`src/rtl/pifo_task_dispatch_if.sv`:
```
// Host-port and RPU-side signal bundle for pifo_task_dispatch.
// Host ports push/pop into per-port FIFOs; the RPU side carries the issued ops.
// The RPU side is throttled per RPU by i_rpu_ready.
interface pifo_task_dispatch_if #(
    parameter int PTW        = 16,
    parameter int TREE_NUM   = 4,
    parameter int LEVEL      = 4,
    parameter int NPORT      = 4,
    parameter int FIFO_DEPTH = 8
);
    localparam int TIDW = (TREE_NUM > 1) ? $clog2(TREE_NUM) : 1;
    localparam int CW   = $clog2(FIFO_DEPTH) + 1;

    logic [NPORT-1:0]      i_push;
    logic [NPORT-1:0]      i_pop;
    logic [NPORT*TIDW-1:0] i_tree_id;
    logic [NPORT*PTW-1:0]  i_push_data;
    logic [NPORT-1:0]      o_full;
    logic [NPORT-1:0]      o_drop;
    logic [NPORT*CW-1:0]   o_fifo_count;
    logic [LEVEL-1:0]      i_rpu_ready;
    logic [LEVEL-1:0]      o_rpu_push;
    logic [LEVEL-1:0]      o_rpu_pop;
    logic [LEVEL*TIDW-1:0] o_rpu_tree_id;
    logic [LEVEL*PTW-1:0]  o_rpu_push_data;

    modport master (
        output i_push, i_pop, i_tree_id, i_push_data, i_rpu_ready,
        input  o_full, o_drop, o_fifo_count,
        input  o_rpu_push, o_rpu_pop, o_rpu_tree_id, o_rpu_push_data
    );

    modport slave (
        input  i_push, i_pop, i_tree_id, i_push_data, i_rpu_ready,
        output o_full, o_drop, o_fifo_count,
        output o_rpu_push, o_rpu_pop, o_rpu_tree_id, o_rpu_push_data
    );
endinterface

```
`src/rtl/fifo.sv`:
```
// Generic synchronous FIFO with occupancy count.
// Latency: a write is visible at rd_dat the cycle after it is accepted.
// Backpressure: a write is refused when full unless a read happens in the same cycle.
module fifo #(
    parameter int W     = 8,
    parameter int DEPTH = 8
) (
    input  logic                   core_clk,
    input  logic                   arst_n,
    input  logic                   wr_vld,
    input  logic [W-1:0]           wr_dat,
    output logic                   wr_acc,
    input  logic                   rd_rdy,
    output logic                   rd_vld,
    output logic [W-1:0]           rd_dat,
    output logic [$clog2(DEPTH):0] count
);
    localparam int AW = (DEPTH > 1) ? $clog2(DEPTH) : 1;
    localparam int CW = $clog2(DEPTH) + 1;

    logic [W-1:0]  mem [DEPTH];
    logic [AW-1:0] wr_ptr;
    logic [AW-1:0] rd_ptr;
    logic          rd_fire;

    function automatic logic [AW-1:0] ptr_inc(input logic [AW-1:0] p);
        return (p == AW'(DEPTH - 1)) ? '0 : p + 1'b1;
    endfunction

    assign rd_vld  = (count != '0);
    assign rd_fire = rd_rdy && rd_vld;
    assign wr_acc  = wr_vld && ((count != CW'(DEPTH)) || rd_fire);
    assign rd_dat  = mem[rd_ptr];

    always_ff @(posedge core_clk or negedge arst_n) begin
        if (!arst_n) begin
            wr_ptr <= '0;
            rd_ptr <= '0;
            count  <= '0;
        end else begin
            if (wr_acc)  wr_ptr <= ptr_inc(wr_ptr);
            if (rd_fire) rd_ptr <= ptr_inc(rd_ptr);
            case ({wr_acc, rd_fire})
                2'b10:   count <= count + 1'b1;
                2'b01:   count <= count - 1'b1;
                default: count <= count;
            endcase
        end
    end

    // Storage needs no reset: emptiness is carried entirely by the pointers and count.
    always_ff @(posedge core_clk) begin
        if (wr_acc) mem[wr_ptr] <= wr_dat;
    end
endmodule

```
`src/rtl/pifo_task_dispatch.sv`:
```
// PIFO ingress: per-port task FIFOs arbitrated onto root RPU (tree_id mod LEVEL); DISPATCH_STRICT_PRIO_EN selects fixed priority.
// Latency: push into an idle path reaches the RPU outputs two cycles later (FIFO write, then registered issue).
// Backpressure: i_rpu_ready and ISSUE_GAP pacing stall a single RPU; full FIFOs drop with a one-cycle o_drop pulse.
module pifo_task_dispatch #(
    parameter int PTW        = 16,
    parameter int TREE_NUM   = 4,
    parameter int LEVEL      = 4,
    parameter int NPORT      = 4,
    parameter int FIFO_DEPTH = 8,
    parameter int ISSUE_GAP  = 1
) (
    input logic               i_clk,
    input logic               i_arst_n,
    pifo_task_dispatch_if.slave bus
);
    localparam int TIDW = (TREE_NUM > 1) ? $clog2(TREE_NUM) : 1;
    localparam int LW   = $clog2(LEVEL);
    localparam int PW   = (NPORT > 1) ? $clog2(NPORT) : 1;
    localparam int CW   = $clog2(FIFO_DEPTH) + 1;
    localparam logic [3:0] GAP_LD = 4'(ISSUE_GAP - 1);

    typedef struct packed {
        logic [1:0]      op;
        logic [TIDW-1:0] tree_id;
        logic [PTW-1:0]  data;
    } task_t;

    logic [NPORT-1:0]         wr_req;
    logic [NPORT-1:0]         wr_acc;
    logic [NPORT-1:0]         head_vld;
    logic [NPORT-1:0]         deq;
    logic [NPORT-1:0]         drop_q;
    task_t [NPORT-1:0]        heads;
    logic [NPORT-1:0][LW-1:0] head_rpu;

    logic [LEVEL-1:0]           gnt_vld;
    logic [LEVEL-1:0][PW-1:0]   gnt_port;
    task_t [LEVEL-1:0]          gnt_task;
    logic [LEVEL-1:0][3:0]      pace_cnt;
    logic [LEVEL-1:0]           rpu_push;
    logic [LEVEL-1:0]           rpu_pop;
    logic [LEVEL-1:0][TIDW-1:0] rpu_tid;
    logic [LEVEL-1:0][PTW-1:0]  rpu_data;

    for (genvar p = 0; p < NPORT; p++) begin : g_port
        task_t         wtask;
        task_t         hd;
        logic [CW-1:0] cnt;

        assign wr_req[p] = bus.i_push[p] | bus.i_pop[p];

        // Push and pop on one port merge into a single entry; pop-only carries zero data.
        always_comb begin
            wtask         = '0;
            wtask.op      = {bus.i_pop[p], bus.i_push[p]};
            wtask.tree_id = bus.i_tree_id[p*TIDW +: TIDW];
            wtask.data    = bus.i_push[p] ? bus.i_push_data[p*PTW +: PTW] : '0;
        end

        fifo #(
            .W     ($bits(task_t)),
            .DEPTH (FIFO_DEPTH)
        ) u_fifo (
            .core_clk (i_clk),
            .arst_n   (i_arst_n),
            .wr_vld   (wr_req[p]),
            .wr_dat   (wtask),
            .wr_acc   (wr_acc[p]),
            .rd_rdy   (deq[p]),
            .rd_vld   (head_vld[p]),
            .rd_dat   (hd),
            .count    (cnt)
        );

        assign heads[p]                      = hd;
        assign head_rpu[p]                   = LW'(hd.tree_id);
        assign bus.o_fifo_count[p*CW +: CW]  = cnt;
        assign bus.o_full[p]                 = (cnt == CW'(FIFO_DEPTH));
    end

`ifndef DISPATCH_STRICT_PRIO_EN
    logic [LEVEL-1:0][PW-1:0] rr;
`endif

    // Per-RPU arbitration; each head maps to exactly one RPU, so no port is granted twice.
    always_comb begin : p_arb
        int idx;
        idx      = 0;
        gnt_vld  = '0;
        gnt_port = '0;
        gnt_task = '0;
        for (int r = 0; r < LEVEL; r++) begin
            if (bus.i_rpu_ready[r] && (pace_cnt[r] == 4'd0)) begin
                for (int k = 0; k < NPORT; k++) begin
`ifdef DISPATCH_STRICT_PRIO_EN
                    idx = k;
`else
                    idx = (int'(rr[r]) + k) % NPORT;
`endif
                    if (!gnt_vld[r] && head_vld[PW'(idx)] && (head_rpu[PW'(idx)] == LW'(r))) begin
                        gnt_vld[r]  = 1'b1;
                        gnt_port[r] = PW'(idx);
                        gnt_task[r] = heads[PW'(idx)];
                    end
                end
            end
        end
    end

    always_comb begin
        deq = '0;
        for (int r = 0; r < LEVEL; r++) begin
            if (gnt_vld[r]) deq[gnt_port[r]] = 1'b1;
        end
    end

    always_ff @(posedge i_clk or negedge i_arst_n) begin
        if (!i_arst_n) begin
            rpu_push <= '0;
            rpu_pop  <= '0;
            rpu_tid  <= '0;
            rpu_data <= '1;
            pace_cnt <= '0;
            drop_q   <= '0;
        end else begin
            drop_q <= wr_req & ~wr_acc;
            for (int r = 0; r < LEVEL; r++) begin
                rpu_push[r] <= gnt_vld[r] & gnt_task[r].op[0];
                rpu_pop[r]  <= gnt_vld[r] & gnt_task[r].op[1];
                rpu_tid[r]  <= gnt_vld[r] ? gnt_task[r].tree_id : '0;
                rpu_data[r] <= (gnt_vld[r] && gnt_task[r].op[0]) ? gnt_task[r].data : '1;
                if (gnt_vld[r])
                    pace_cnt[r] <= GAP_LD;
                else if (pace_cnt[r] != 4'd0)
                    pace_cnt[r] <= pace_cnt[r] - 4'd1;
            end
        end
    end

`ifndef DISPATCH_STRICT_PRIO_EN
    always_ff @(posedge i_clk or negedge i_arst_n) begin
        if (!i_arst_n) begin
            rr <= '0;
        end else begin
            for (int r = 0; r < LEVEL; r++) begin
                if (gnt_vld[r])
                    rr[r] <= (gnt_port[r] == PW'(NPORT - 1)) ? '0 : gnt_port[r] + 1'b1;
            end
        end
    end
`endif

    assign bus.o_drop          = drop_q;
    assign bus.o_rpu_push      = rpu_push;
    assign bus.o_rpu_pop       = rpu_pop;
    assign bus.o_rpu_tree_id   = rpu_tid;
    assign bus.o_rpu_push_data = rpu_data;
endmodule

```
`src/flat_wrapper.sv`:
```
// flat-port wrapper written by rule: the top's interface ports become plain ports
module pifo_task_dispatch_flat 
#(
    parameter int PTW        = 16,
    parameter int TREE_NUM   = 4,
    parameter int LEVEL      = 4,
    parameter int NPORT      = 4,
    parameter int FIFO_DEPTH = 8,
    parameter int ISSUE_GAP  = 1
)
  (i_clk, i_arst_n, bus_i_push, bus_i_pop, bus_i_tree_id, bus_i_push_data, bus_i_rpu_ready, bus_o_full, bus_o_drop, bus_o_fifo_count, bus_o_rpu_push, bus_o_rpu_pop, bus_o_rpu_tree_id, bus_o_rpu_push_data);
  pifo_task_dispatch_if #(.PTW(PTW), .TREE_NUM(TREE_NUM), .LEVEL(LEVEL), .NPORT(NPORT), .FIFO_DEPTH(FIFO_DEPTH)) bus_i ();
  input logic i_clk;
  input logic i_arst_n;
  input wire logic [$bits(bus_i.i_push)-1:0] bus_i_push;
  input wire logic [$bits(bus_i.i_pop)-1:0] bus_i_pop;
  input wire logic [$bits(bus_i.i_tree_id)-1:0] bus_i_tree_id;
  input wire logic [$bits(bus_i.i_push_data)-1:0] bus_i_push_data;
  input wire logic [$bits(bus_i.i_rpu_ready)-1:0] bus_i_rpu_ready;
  output wire logic [$bits(bus_i.o_full)-1:0] bus_o_full;
  output wire logic [$bits(bus_i.o_drop)-1:0] bus_o_drop;
  output wire logic [$bits(bus_i.o_fifo_count)-1:0] bus_o_fifo_count;
  output wire logic [$bits(bus_i.o_rpu_push)-1:0] bus_o_rpu_push;
  output wire logic [$bits(bus_i.o_rpu_pop)-1:0] bus_o_rpu_pop;
  output wire logic [$bits(bus_i.o_rpu_tree_id)-1:0] bus_o_rpu_tree_id;
  output wire logic [$bits(bus_i.o_rpu_push_data)-1:0] bus_o_rpu_push_data;
  assign bus_i.i_push = bus_i_push;
  assign bus_i.i_pop = bus_i_pop;
  assign bus_i.i_tree_id = bus_i_tree_id;
  assign bus_i.i_push_data = bus_i_push_data;
  assign bus_i.i_rpu_ready = bus_i_rpu_ready;
  assign bus_o_full = bus_i.o_full;
  assign bus_o_drop = bus_i.o_drop;
  assign bus_o_fifo_count = bus_i.o_fifo_count;
  assign bus_o_rpu_push = bus_i.o_rpu_push;
  assign bus_o_rpu_pop = bus_i.o_rpu_pop;
  assign bus_o_rpu_tree_id = bus_i.o_rpu_tree_id;
  assign bus_o_rpu_push_data = bus_i.o_rpu_push_data;
  pifo_task_dispatch #(.PTW(PTW), .TREE_NUM(TREE_NUM), .LEVEL(LEVEL), .NPORT(NPORT), .FIFO_DEPTH(FIFO_DEPTH), .ISSUE_GAP(ISSUE_GAP)) u_core (.i_clk(i_clk), .i_arst_n(i_arst_n), .bus(bus_i));
endmodule
```
`config.mk`:
```
export PLATFORM = sky130hd
export DESIGN_NAME = pifo_task_dispatch_flat
export DESIGN_NICKNAME = d
export VERILOG_FILES = /design/src/rtl/pifo_task_dispatch_if.sv /design/src/rtl/fifo.sv /design/src/rtl/pifo_task_dispatch.sv /design/src/flat_wrapper.sv
export SDC_FILE = /design/constraint.sdc
export NUM_CORES = 2
export LEC_CHECK = 0
export BUFFER_PORTS_ARGS = -buffer_cell sky130_fd_sc_hd__buf_2
export CAP_MARGIN = 20
export CORE_MARGIN = 2
export CORE_UTILIZATION = 40
export CTS_CLUSTER_DIAMETER = 120
export DETAILED_ROUTE_END_ITERATION = 6
export PLACE_DENSITY_LB_ADDON = 0.2
export SLEW_MARGIN = 30
export SYNTH_ARGS = -nofsm -noshare
export SYNTH_HDL_FRONTEND = slang
export SYNTH_SLANG_ARGS = --single-unit
```
`constraint.sdc`:
```
create_clock -name i_clk -period 7.6 [get_ports i_clk]
set_input_delay 0.38 -clock i_clk [delete_from_list [all_inputs] [get_ports i_clk]]
set_output_delay 0.38 -clock i_clk [all_outputs]
set_load 0.01 [all_outputs]
```
### Word level (Yosys, flattened, before mapping)

Memories as Yosys holds them, arrays and structs flattened.
Index checks and enable logic that the tools add are counted.

| operators by class | value |
|---|---|
| $add $sub $neg | 36 |
| $lt $le $gt $ge | 24 |
| equality and inequality tests | 40 |
| mux-type cells | 272 |
| bitwise operators | 17 |
| reductions and logical operators | 88 |

Operators by type and width:

| kind | number |
|---|---|
| $mux 20 | 52 |
| $bmux 20 s2 | 16 |
| $mux 16 | 8 |
| $mux 2 | 60 |
| $mux 1 | 76 |
| $bmux 2 s2 | 16 |
| $lt 2x4->1 const B | 16 |
| $logic_and 1x1->1 | 48 |
| $mux 4 | 12 |
| $bmux 1 s2 | 16 |
| $eq 2x2->1 const B | 16 |
| $pmux 4 s2 | 4 |
| $reduce_bool 4->1 | 8 |
| $sub 4x1->4 const B | 8 |
| $add 3x1->3 const B | 8 |
| $eq 3x3->1 const B | 8 |
| $mux 3 | 8 |
| $add 2x1->2 const B | 8 |
| $add 2x2->2 const B | 8 |
| $add 4x1->4 const B | 4 |
| $eq 2x1->1 const B | 8 |
| $eq 4x4->1 const B | 4 |
| $logic_not 4->1 | 4 |
| $ne 4x4->1 const B | 4 |
| 12 further kinds | 57 |

| storage, ports and cells | value |
|---|---|
| register bits after elaboration | 148 |
| bits in writable memories | 640 |
| input bits | 86 |
| output and inout bits | 104 |
| logic and storage cells | 512 |
| memories kept | 4 |

Memories:

| name | depth | bits a word | read ports | clocked after memory_dff | write ports | line | source |
|---|---|---|---|---|---|---|---|
| u_core.g_port[0].u_fifo.mem | 8 | 20 | 1 | 0 | 1 | fifo.sv:21 | `logic [W-1:0] mem [DEPTH];` |
| u_core.g_port[1].u_fifo.mem | 8 | 20 | 1 | 0 | 1 | fifo.sv:21 |  |
| u_core.g_port[2].u_fifo.mem | 8 | 20 | 1 | 0 | 1 | fifo.sv:21 |  |
| u_core.g_port[3].u_fifo.mem | 8 | 20 | 1 | 0 | 1 | fifo.sv:21 |  |

### Logic depth before layout (Yosys ltp)

An unclocked memory read counts as a cell.

| logic depth | value |
|---|---|
| depth in word-level cells | 39 |
| gate-level depth with buffers | 25 |
| gate-level depth less buffers | 22 |

### Cells and area by module

A second synthesis with hierarchy kept.

| unflattened totals | value |
|---|---|
| cells, all modules | 2807 |
| area, all modules | 41293.4 µm² |

Modules (own cells, without submodules):

| module | instances | cells each | area an instance (µm²) | sequential area each (µm²) |
|---|---|---|---|---|
| pifo_task_dispatch | 1 | 1589 | 14189.9 | 2782.7 |
| fifo at u_core.g_port[2].u_fifo ... | 2 | 304 | 6777.8 | 5054.8 |
| fifo at u_core.g_port[0].u_fifo ... | 2 | 305 | 6774.0 | 5054.8 |

### Least setup slack after synthesis

OpenSTA, ideal clock, no wires.

| path | value |
|---|---|
| kind | register -> register |
| start point | register u_core.g_port[0].u_fifo.rd_ptr[0] |
| end point | memory u_core.g_port[2].u_fifo.mem[2][0] (netlist name), enable pin |
| library setup time | 455 ps |
| data arrival time | 5947 ps |
| required time | 7145 ps |
| slack | 1198 ps |
| cell stages (with the launch flop) | 17 |
| path buffers | 3 |
| clock period less this slack | 6402 ps |
| cell sequence | dfrtp_1 buf_6 mux4_2 mux2_2 or4_1 buf_2 nand2b_1 mux4_2 buf_4 o211ai_1 o21ai_1 o21ai_1 ha_1 a222oi_1 and2_4 a21oi_4 nor4b_1 |

| on the way | value |
|---|---|
| word-level cells in the longest chain between the ends | 39 |
| elaborated cells between the ends (all ways) | 189 |
| classes of those cells | order compare: 8; eq/ne: 12; mux: 114; bitwise: 3; reduce/logical: 51; memory: 1 |

Ends and longest elaborated chain:

| element | line | source |
|---|---|---|
| start, declared | fifo.sv:23 | `logic [AW-1:0] rd_ptr;` |
| start signal, assigned | fifo.sv:42 | `if (rd_fire) rd_ptr <= ptr_inc(rd_ptr);` |
| $mem_v2 8x20 (*) | n/a |  |
| $bmux 2 s2 | pifo_task_dispatch.sv:100 | `if (!gnt_vld[r] && head_vld[PW'(idx)] && (head_rpu[PW'(idx)] == LW'(r))) begin` |
| $mux 2 (not written as such) (2 in series) | pifo_task_dispatch.sv:100 |  |
| $logic_not 2->1 | pifo_task_dispatch.sv:100 |  |
| $logic_and 1x1->1 | pifo_task_dispatch.sv:100 |  |
| $mux 1 | pifo_task_dispatch.sv:100 |  |
| $mux 1 | pifo_task_dispatch.sv:93 | `if (bus.i_rpu_ready[r] && (pace_cnt[r] == 4'd0)) begin` |
| $logic_not 1->1 | pifo_task_dispatch.sv:100 |  |
| (+22 left out) | n/a |  |
| $mux 4 | pifo_task_dispatch.sv:113 | `if (gnt_vld[r]) deq[gnt_port[r]] = 1'b1;` |
| $or 4x4->4 (no line) | n/a |  |
| $mux 4 (*) | pifo_task_dispatch.sv:113 |  |
| $logic_and 1x1->1 (*) | fifo.sv:31 | `assign rd_fire = rd_rdy && rd_vld;` |
| $logic_or 1x1->1 (*) | fifo.sv:32 | `assign wr_acc = wr_vld && ((count != CW'(DEPTH)) \|\| rd_fire);` |
| $logic_and 1x1->1 (*) | fifo.sv:32 |  |
| $mux 1 (*) | fifo.sv:53 | `if (wr_acc) mem[wr_ptr] <= wr_dat;` |
| $mux 1 (not written as such) (*) | fifo.sv:53 |  |
| end, declared | fifo.sv:21 |  |

Mark *: on every way between the ends. The rest lies on a longest branch, timed or not. The select of a mux whose other input is x is not followed.

### Final worst setup path

| path | value |
|---|---|
| start point | register u_core.g_port[0].u_fifo.rd_ptr[0] |
| end point | register u_core.g_port[2].u_fifo.count[3] |

| on the way | value |
|---|---|
| word-level cells in the longest chain between the ends | 39 |
| elaborated cells between the ends (all ways) | 191 |
| classes of those cells | order compare: 8; eq/ne: 14; mux: 113; bitwise: 3; reduce/logical: 52; memory: 1 |

Ends and longest elaborated chain:

| element | line | source |
|---|---|---|
| $mem_v2 8x20 (*) | n/a |  |
| $bmux 2 s2 | pifo_task_dispatch.sv:100 |  |
| $mux 2 (not written as such) (2 in series) | pifo_task_dispatch.sv:100 |  |
| $logic_not 2->1 | pifo_task_dispatch.sv:100 |  |
| $logic_and 1x1->1 | pifo_task_dispatch.sv:100 |  |
| $mux 1 | pifo_task_dispatch.sv:100 |  |
| $mux 1 | pifo_task_dispatch.sv:93 |  |
| $logic_not 1->1 | pifo_task_dispatch.sv:100 |  |
| (+22 left out) | n/a |  |
| $mux 4 | pifo_task_dispatch.sv:113 |  |
| $or 4x4->4 (no line) | n/a |  |
| $mux 4 (*) | pifo_task_dispatch.sv:113 |  |
| $logic_and 1x1->1 (*) | fifo.sv:31 |  |
| $logic_or 1x1->1 | fifo.sv:32 |  |
| $logic_and 1x1->1 | fifo.sv:32 |  |
| $eq 2x1->1 or $eq 2x2->1 (tied branches) | fifo.sv:43 | `case ({wr_acc, rd_fire})` |
| $pmux 4 s2 or $reduce_bool 2->1 (tied branches) | n/a |  |
| end signal, assigned | fifo.sv:44 | `2'b10: count <= count + 1'b1;` |
| end signal, assigned | fifo.sv:45 | `2'b01: count <= count - 1'b1;` |
| end signal, assigned | fifo.sv:46 | `default: count <= count;` |
| end, declared | fifo.sv:16 | `output logic [$clog2(DEPTH):0] count` |

Marks and branches as above.
A chain may end at the register's enable or synchronous reset.

==> impl_results.html <==
<table>
<tr><th>Metric</th><th>Value</th></tr>
<tr><th colspan="2">CTS</th></tr>
<tr><td>Number of buffers on the longest clock path</td><td>3</td></tr>
<tr><td>CTS buffer count</td><td>85</td></tr>
<tr><td>Post-CTS sizing</td><td>0</td></tr>
<tr><td>Post-CTS Setup Inserts</td><td>0</td></tr>
<tr><td>Buffer cell driving the clock tree root</td><td>sky130_fd_sc_hd__clkbuf_16</td></tr>
<tr><td>CTS tree</td><td>yes</td></tr>
<tr><td>Post-CTS clock slew at the launch and capture registers of the worst setup and hold paths</td><td>0.06 ns</td></tr>
<tr><td>Number of H-tree levels</td><td>3</td></tr>
<tr><td>Clock Latency Late Sink</td><td>0.68 ns</td></tr>
<tr><td>Sinks on Clock Net</td><td>788</td></tr>
<tr><th colspan="2">Synth</th></tr>
<tr><td>Number of distinct library cell variants in the gate-level netlist after synthesis</td><td>87</td></tr>
<tr><td>Top flip-flop cell by instance count after synthesis</td><td>sky130_fd_sc_hd__edfxtp_1</td></tr>
<tr><td>Mean cell area of the mapped netlist</td><td>12.7 um2</td></tr>
<tr><td>Synth Instances</td><td>3037</td></tr>
<tr><td>Yosys Warn Count</td><td>0</td></tr>
<tr><td>Async set-reset flop share out of synthesis</td><td>0.188</td></tr>
<tr><td>Area of the mapped netlist</td><td>0.0386 mm2</td></tr>
<tr><td>Number of enable-type register cells in the synthesized netlist</td><td>640</td></tr>
<tr><td>FF+latch count, synth</td><td>788</td></tr>
<tr><td>Share of the yosys chip area belonging to registers</td><td>0.596</td></tr>
<tr><th colspan="2">Critical path</th></tr>
<tr><td>Slowest library cell on the worst path</td><td>sky130_fd_sc_hd__dfrtp_2</td></tr>
<tr><td>Cell Chain, Critical Path</td><td>mux4_2 -&gt; mux2_2 -&gt; or4_1 -&gt; a31oi_1 -&gt; and2_1 -&gt; o211ai_1 -&gt; and2_1 -&gt; ha_1 -&gt; a222oi_1 -&gt; and2_4 -&gt; nor2_1 -&gt; nand2_1 -&gt; inv_1 -&gt; ha_1 -&gt; a21o_1 -&gt; a21oi_1 -&gt; nand3_1 -&gt; a32oi_1 -&gt; o21ai_1</td></tr>
<tr><td>Largest incremental delay on the critical path</td><td>0.81 ns</td></tr>
<tr><td>Critical path type</td><td>reg -&gt; reg</td></tr>
<tr><td>Crit start category</td><td>register</td></tr>
<tr><td>Worst endpoint data arrival time</td><td>7.37 ns</td></tr>
<tr><td>Worst path bufs/invs</td><td>1</td></tr>
<tr><td>Worst Setup End Kind</td><td>register</td></tr>
<tr><td>Maximum fanout count along the critical path</td><td>21</td></tr>
<tr><td>Crit path max-delay family</td><td>simple AND/OR/NAND/NOR gates</td></tr>
<tr><td>Required time of the worst setup path</td><td>8.16 ns</td></tr>
<tr><th colspan="2">Global routing</th></tr>
<tr><td>Number of antenna violations at the first check in global routing</td><td>7</td></tr>
<tr><td>Routing usage on met2</td><td>0.379</td></tr>
<tr><td>Number of global-route vias before repair</td><td>26100</td></tr>
<tr><td>GRT Overall Usage</td><td>0.246</td></tr>
<tr><td>M3 GR Usage</td><td>0.0476</td></tr>
<tr><td>Pin count of the biggest net entering global routing</td><td>117</td></tr>
<tr><td>Wire length of the first global-routing pass</td><td>177000 um</td></tr>
<tr><td>Global routing usage on met1</td><td>0.331</td></tr>
<tr><td>Most Used Layer, Global Route</td><td>met2</td></tr>
<tr><td>Total overflow reported by the global router</td><td>0</td></tr>
<tr><th colspan="2">Finish</th></tr>
<tr><td>Register area</td><td>0.0230 mm2</td></tr>
<tr><td>Area occupied by multi-input gates</td><td>0.0150 mm2</td></tr>
<tr><td>Fraction of final layout cells with drive strength greater than 1</td><td>0.246</td></tr>
<tr><td>Count of inserted antenna diode cells</td><td>0</td></tr>
<tr><td>Layout fillers</td><td>8378</td></tr>
<tr><td>Most common cell after layout, fill and taps aside</td><td>sky130_fd_sc_hd__edfxtp_1</td></tr>
<tr><td>Layout overhead on the synthesized area</td><td>15.3%</td></tr>
<tr><td>Post-route design area</td><td>0.0445 mm2</td></tr>
<tr><td>Net count reported at finish</td><td>3367</td></tr>
<tr><td>Commonest cells after routing, fill and taps aside</td><td>sky130_fd_sc_hd__edfxtp_1, sky130_fd_sc_hd__nor2_1, sky130_fd_sc_hd__a21oi_1, sky130_fd_sc_hd__nand2_1, sky130_fd_sc_hd__o21ai_0</td></tr>
<tr><th colspan="2">Floorplan</th></tr>
<tr><td>Area of the placeable core</td><td>0.0953 mm2</td></tr>
<tr><td>Vertical die dimension</td><td>315 um</td></tr>
<tr><td>Number of standard-cell rows in the floorplan</td><td>113</td></tr>
<tr><td>Initial cell density of the core</td><td>0.405</td></tr>
<tr><td>Boundary pin count</td><td>190</td></tr>
<tr><td>Horizontal die dimension</td><td>315 um</td></tr>
<tr><td>Area enclosed by the die boundary</td><td>0.0990 mm2</td></tr>
<tr><th colspan="2">Detailed routing</th></tr>
<tr><td>Per-cell routed wire length</td><td>26.9 um</td></tr>
<tr><td>Overall via count from detail_route</td><td>27000</td></tr>
<tr><td>DRC violation count after routing</td><td>1</td></tr>
<tr><td>Total length of routed wires</td><td>123000 um</td></tr>
<tr><td>1st-iter DRT viols</td><td>3028</td></tr>
<tr><td>Vias per Instance</td><td>5.91</td></tr>
<tr><td>First drt pass iteration count</td><td>7</td></tr>
<tr><td>Count of nets left with antenna violations after detail routing</td><td>0</td></tr>
<tr><th colspan="2">Run status</th></tr>
<tr><td>Violated checks</td><td>DRC</td></tr>
<tr><td>Result of the run</td><td>finished with violations</td></tr>
<tr><th colspan="2">Timing</th></tr>
<tr><td>Final Cycle Share</td><td>0.896</td></tr>
<tr><td>Setup violations, final</td><td>0</td></tr>
<tr><td>Final hold vios</td><td>0</td></tr>
<tr><td>Fin crit period</td><td>6.81 ns</td></tr>
<tr><td>Worst slew slack as a fraction of its limit</td><td>0.265</td></tr>
<tr><td>Unrepaired setup endpoints after global routing</td><td>false</td></tr>
<tr><td>Clock skew after layout</td><td>0.0298 ns</td></tr>
<tr><td>Maximum clock frequency</td><td>147 MHz</td></tr>
<tr><td>Final number of max-transition violations</td><td>0</td></tr>
<tr><td>Total Negative Setup Slacks</td><td>0 ns</td></tr>
<tr><td>Transition time of the tightest slew-check pin</td><td>1.07 ns</td></tr>
<tr><th colspan="2">Placement</th></tr>
<tr><td>PortBufs</td><td>189</td></tr>
<tr><td>Standard cell area after detailed placement</td><td>0.0415 mm2</td></tr>
<tr><td>Placed wire-length estimate</td><td>80500 um</td></tr>
<tr><td>Placer congestion estimate</td><td>0.916</td></tr>
<tr><th colspan="2">Hold path</th></tr>
<tr><td>Type of the worst min-delay path</td><td>in -&gt; reg</td></tr>
<tr><th colspan="2">Run</th></tr>
<tr><td>Number of max-cap violations</td><td>0</td></tr>
</table>
## metrics by stage
stage / worst slack (ns) / cells / hold slack, ns / utilization
after floorplan: 1.20 / 3040 / 0.0844 / -
after global placement: 1.00 / 4395 / 0.355 / 0.434
after detailed placement: 0.844 / 4396 / 0.364 / 0.435
after CTS: 0.816 / 4565 / 0.00345 / 0.466
after global routing: 0.452 / 4566 / 0.0406 / 0.467
final: 0.792 / 4566 / 0.0433 / 0.467
## cell families after synthesis
kind of cell             after synthesis  synth area share
flip-flops                           788             0.596
AO/OA/AOI/OAI                        771             0.124
buffers and inverters                245            0.0251
adder cells (fa/ha/maj)               52            0.0176
AND/OR/NAND/NOR                      855             0.101
other                                  1         0.0000972
XOR/XNOR                              16           0.00363
multiplexers                         309             0.133
## cells in the mapped netlist (10+ instances only)
library cell / instances / area (um2)
sky130_fd_sc_hd__edfxtp_1: 640 / 19200
sky130_fd_sc_hd__nor2_1: 336 / 1260
sky130_fd_sc_hd__a21oi_1: 241 / 1210
sky130_fd_sc_hd__nand2_1: 234 / 878
sky130_fd_sc_hd__o21ai_0: 203 / 1020
sky130_fd_sc_hd__mux4_2: 154 / 3470
sky130_fd_sc_hd__clkbuf_1: 151 / 567
sky130_fd_sc_hd__and2_1: 90 / 563
sky130_fd_sc_hd__dfrtp_1: 84 / 2100
sky130_fd_sc_hd__mux2i_1: 77 / 771
sky130_fd_sc_hd__dfstp_2: 64 / 1680
sky130_fd_sc_hd__mux2_2: 64 / 721
sky130_fd_sc_hd__nor3_1: 55 / 275
sky130_fd_sc_hd__ha_1: 48 / 601
sky130_fd_sc_hd__o211ai_1: 46 / 345
sky130_fd_sc_hd__o22ai_1: 44 / 275
sky130_fd_sc_hd__a211oi_1: 43 / 323
sky130_fd_sc_hd__inv_1: 38 / 143
sky130_fd_sc_hd__nand2b_1: 29 / 181
sky130_fd_sc_hd__buf_1: 26 / 97.6
sky130_fd_sc_hd__nand3_1: 26 / 130
sky130_fd_sc_hd__o31ai_1: 20 / 150
sky130_fd_sc_hd__buf_2: 19 / 95.1
sky130_fd_sc_hd__o21ai_1: 17 / 85.1
sky130_fd_sc_hd__a21o_1: 16 / 120
sky130_fd_sc_hd__a22oi_1: 15 / 113
sky130_fd_sc_hd__mux2_1: 14 / 158
sky130_fd_sc_hd__a211o_1: 13 / 114
sky130_fd_sc_hd__a31oi_1: 13 / 81.3
sky130_fd_sc_hd__nand4_1: 12 / 75.1
sky130_fd_sc_hd__or3_1: 12 / 75.1
sky130_fd_sc_hd__nor2b_1: 11 / 68.8
sky130_fd_sc_hd__o2111ai_1: 10 / 87.6
sky130_fd_sc_hd__o221ai_1: 10 / 87.6
## repair_timing
| item | CTS | global route |
|---|---|---|
| endpoints found under the setup margin | 0 | 0 |
| hold buffers | 10 | 0 |
| hold endpoints to repair | 109 | 0 |
## worst paths after layout
path / startpoint / endpoint / slack [ns] / cells after the start
worst max-delay path: u_core.g_port[0].u_fifo.rd_ptr[0] / u_core.g_port[2].u_fifo.count[3] / 0.79 / 19
min in group asynchronous: i_arst_n / u_core.bus.o_drop[1] / 0.21 / 2
max in group asynchronous: i_arst_n / u_core.rr[0] / 5.39 / 4
worst max register to register: u_core.g_port[0].u_fifo.rd_ptr[0] / u_core.g_port[2].u_fifo.count[3] / 0.79 / 19
worst min-delay path: bus_i_pop[2] / u_core.g_port[2].u_fifo.mem[2][19] / 0.04 / 1
worst min register to register: u_core.pace_cnt[12] / u_core.pace_cnt[12] / 0.47 / 1
## area by class of cell
type                    count  share of cell area
clock buffers             107              0.0532
clock inverters            52              0.0109
inverters                  44             0.00371
multi-input cells        2007               0.338
flip-flops and latches    788               0.518
well taps                1265              0.0356
repair buffers            303              0.0414
## flip-flops by register name, indices dropped and copies added, names as in the netlist, 8 cells and up
| name | count |
|---|---|
| u_core.g_port.u_fifo.mem | 640 |
| u_core.bus.o_rpu_push_data | 64 |
| u_core.g_port.u_fifo.count | 16 |
| u_core.pace_cnt | 16 |
| u_core.g_port.u_fifo.rd_ptr | 12 |
| u_core.g_port.u_fifo.wr_ptr | 12 |
| u_core.bus.o_rpu_tree_id | 8 |
| u_core.rr | 8 |
## per-layer routing
metal  wire length [um]  part of all wire
met5                 24           0.00020
met4               6450             0.052
met3               9730             0.079
met2              56200              0.46
met1              50500              0.41
## worst register-to-register path, cell delays in order, from the launching register on
cell	delay, ns
sky130_fd_sc_hd__dfrtp_2	0.81
sky130_fd_sc_hd__mux4_2	0.62
sky130_fd_sc_hd__mux2_2	0.30
sky130_fd_sc_hd__or4_1	0.80
sky130_fd_sc_hd__a31oi_1	0.29
sky130_fd_sc_hd__and2_1	0.67
sky130_fd_sc_hd__o211ai_1	0.22
sky130_fd_sc_hd__and2_1	0.24
sky130_fd_sc_hd__ha_1	0.20
sky130_fd_sc_hd__a222oi_1	0.80
sky130_fd_sc_hd__and2_4	0.32
sky130_fd_sc_hd__nor2_1	0.10
sky130_fd_sc_hd__nand2_1	0.17
sky130_fd_sc_hd__inv_1	0.08
sky130_fd_sc_hd__ha_1	0.27
sky130_fd_sc_hd__a21o_1	0.17
sky130_fd_sc_hd__a21oi_1	0.22
sky130_fd_sc_hd__nand3_1	0.11
sky130_fd_sc_hd__a32oi_1	0.23
sky130_fd_sc_hd__o21ai_1	0.09
Power is left out: the tool's default activity adds up to more than one toggle a clock period on the data nets, which glitch-free logic cannot reach.
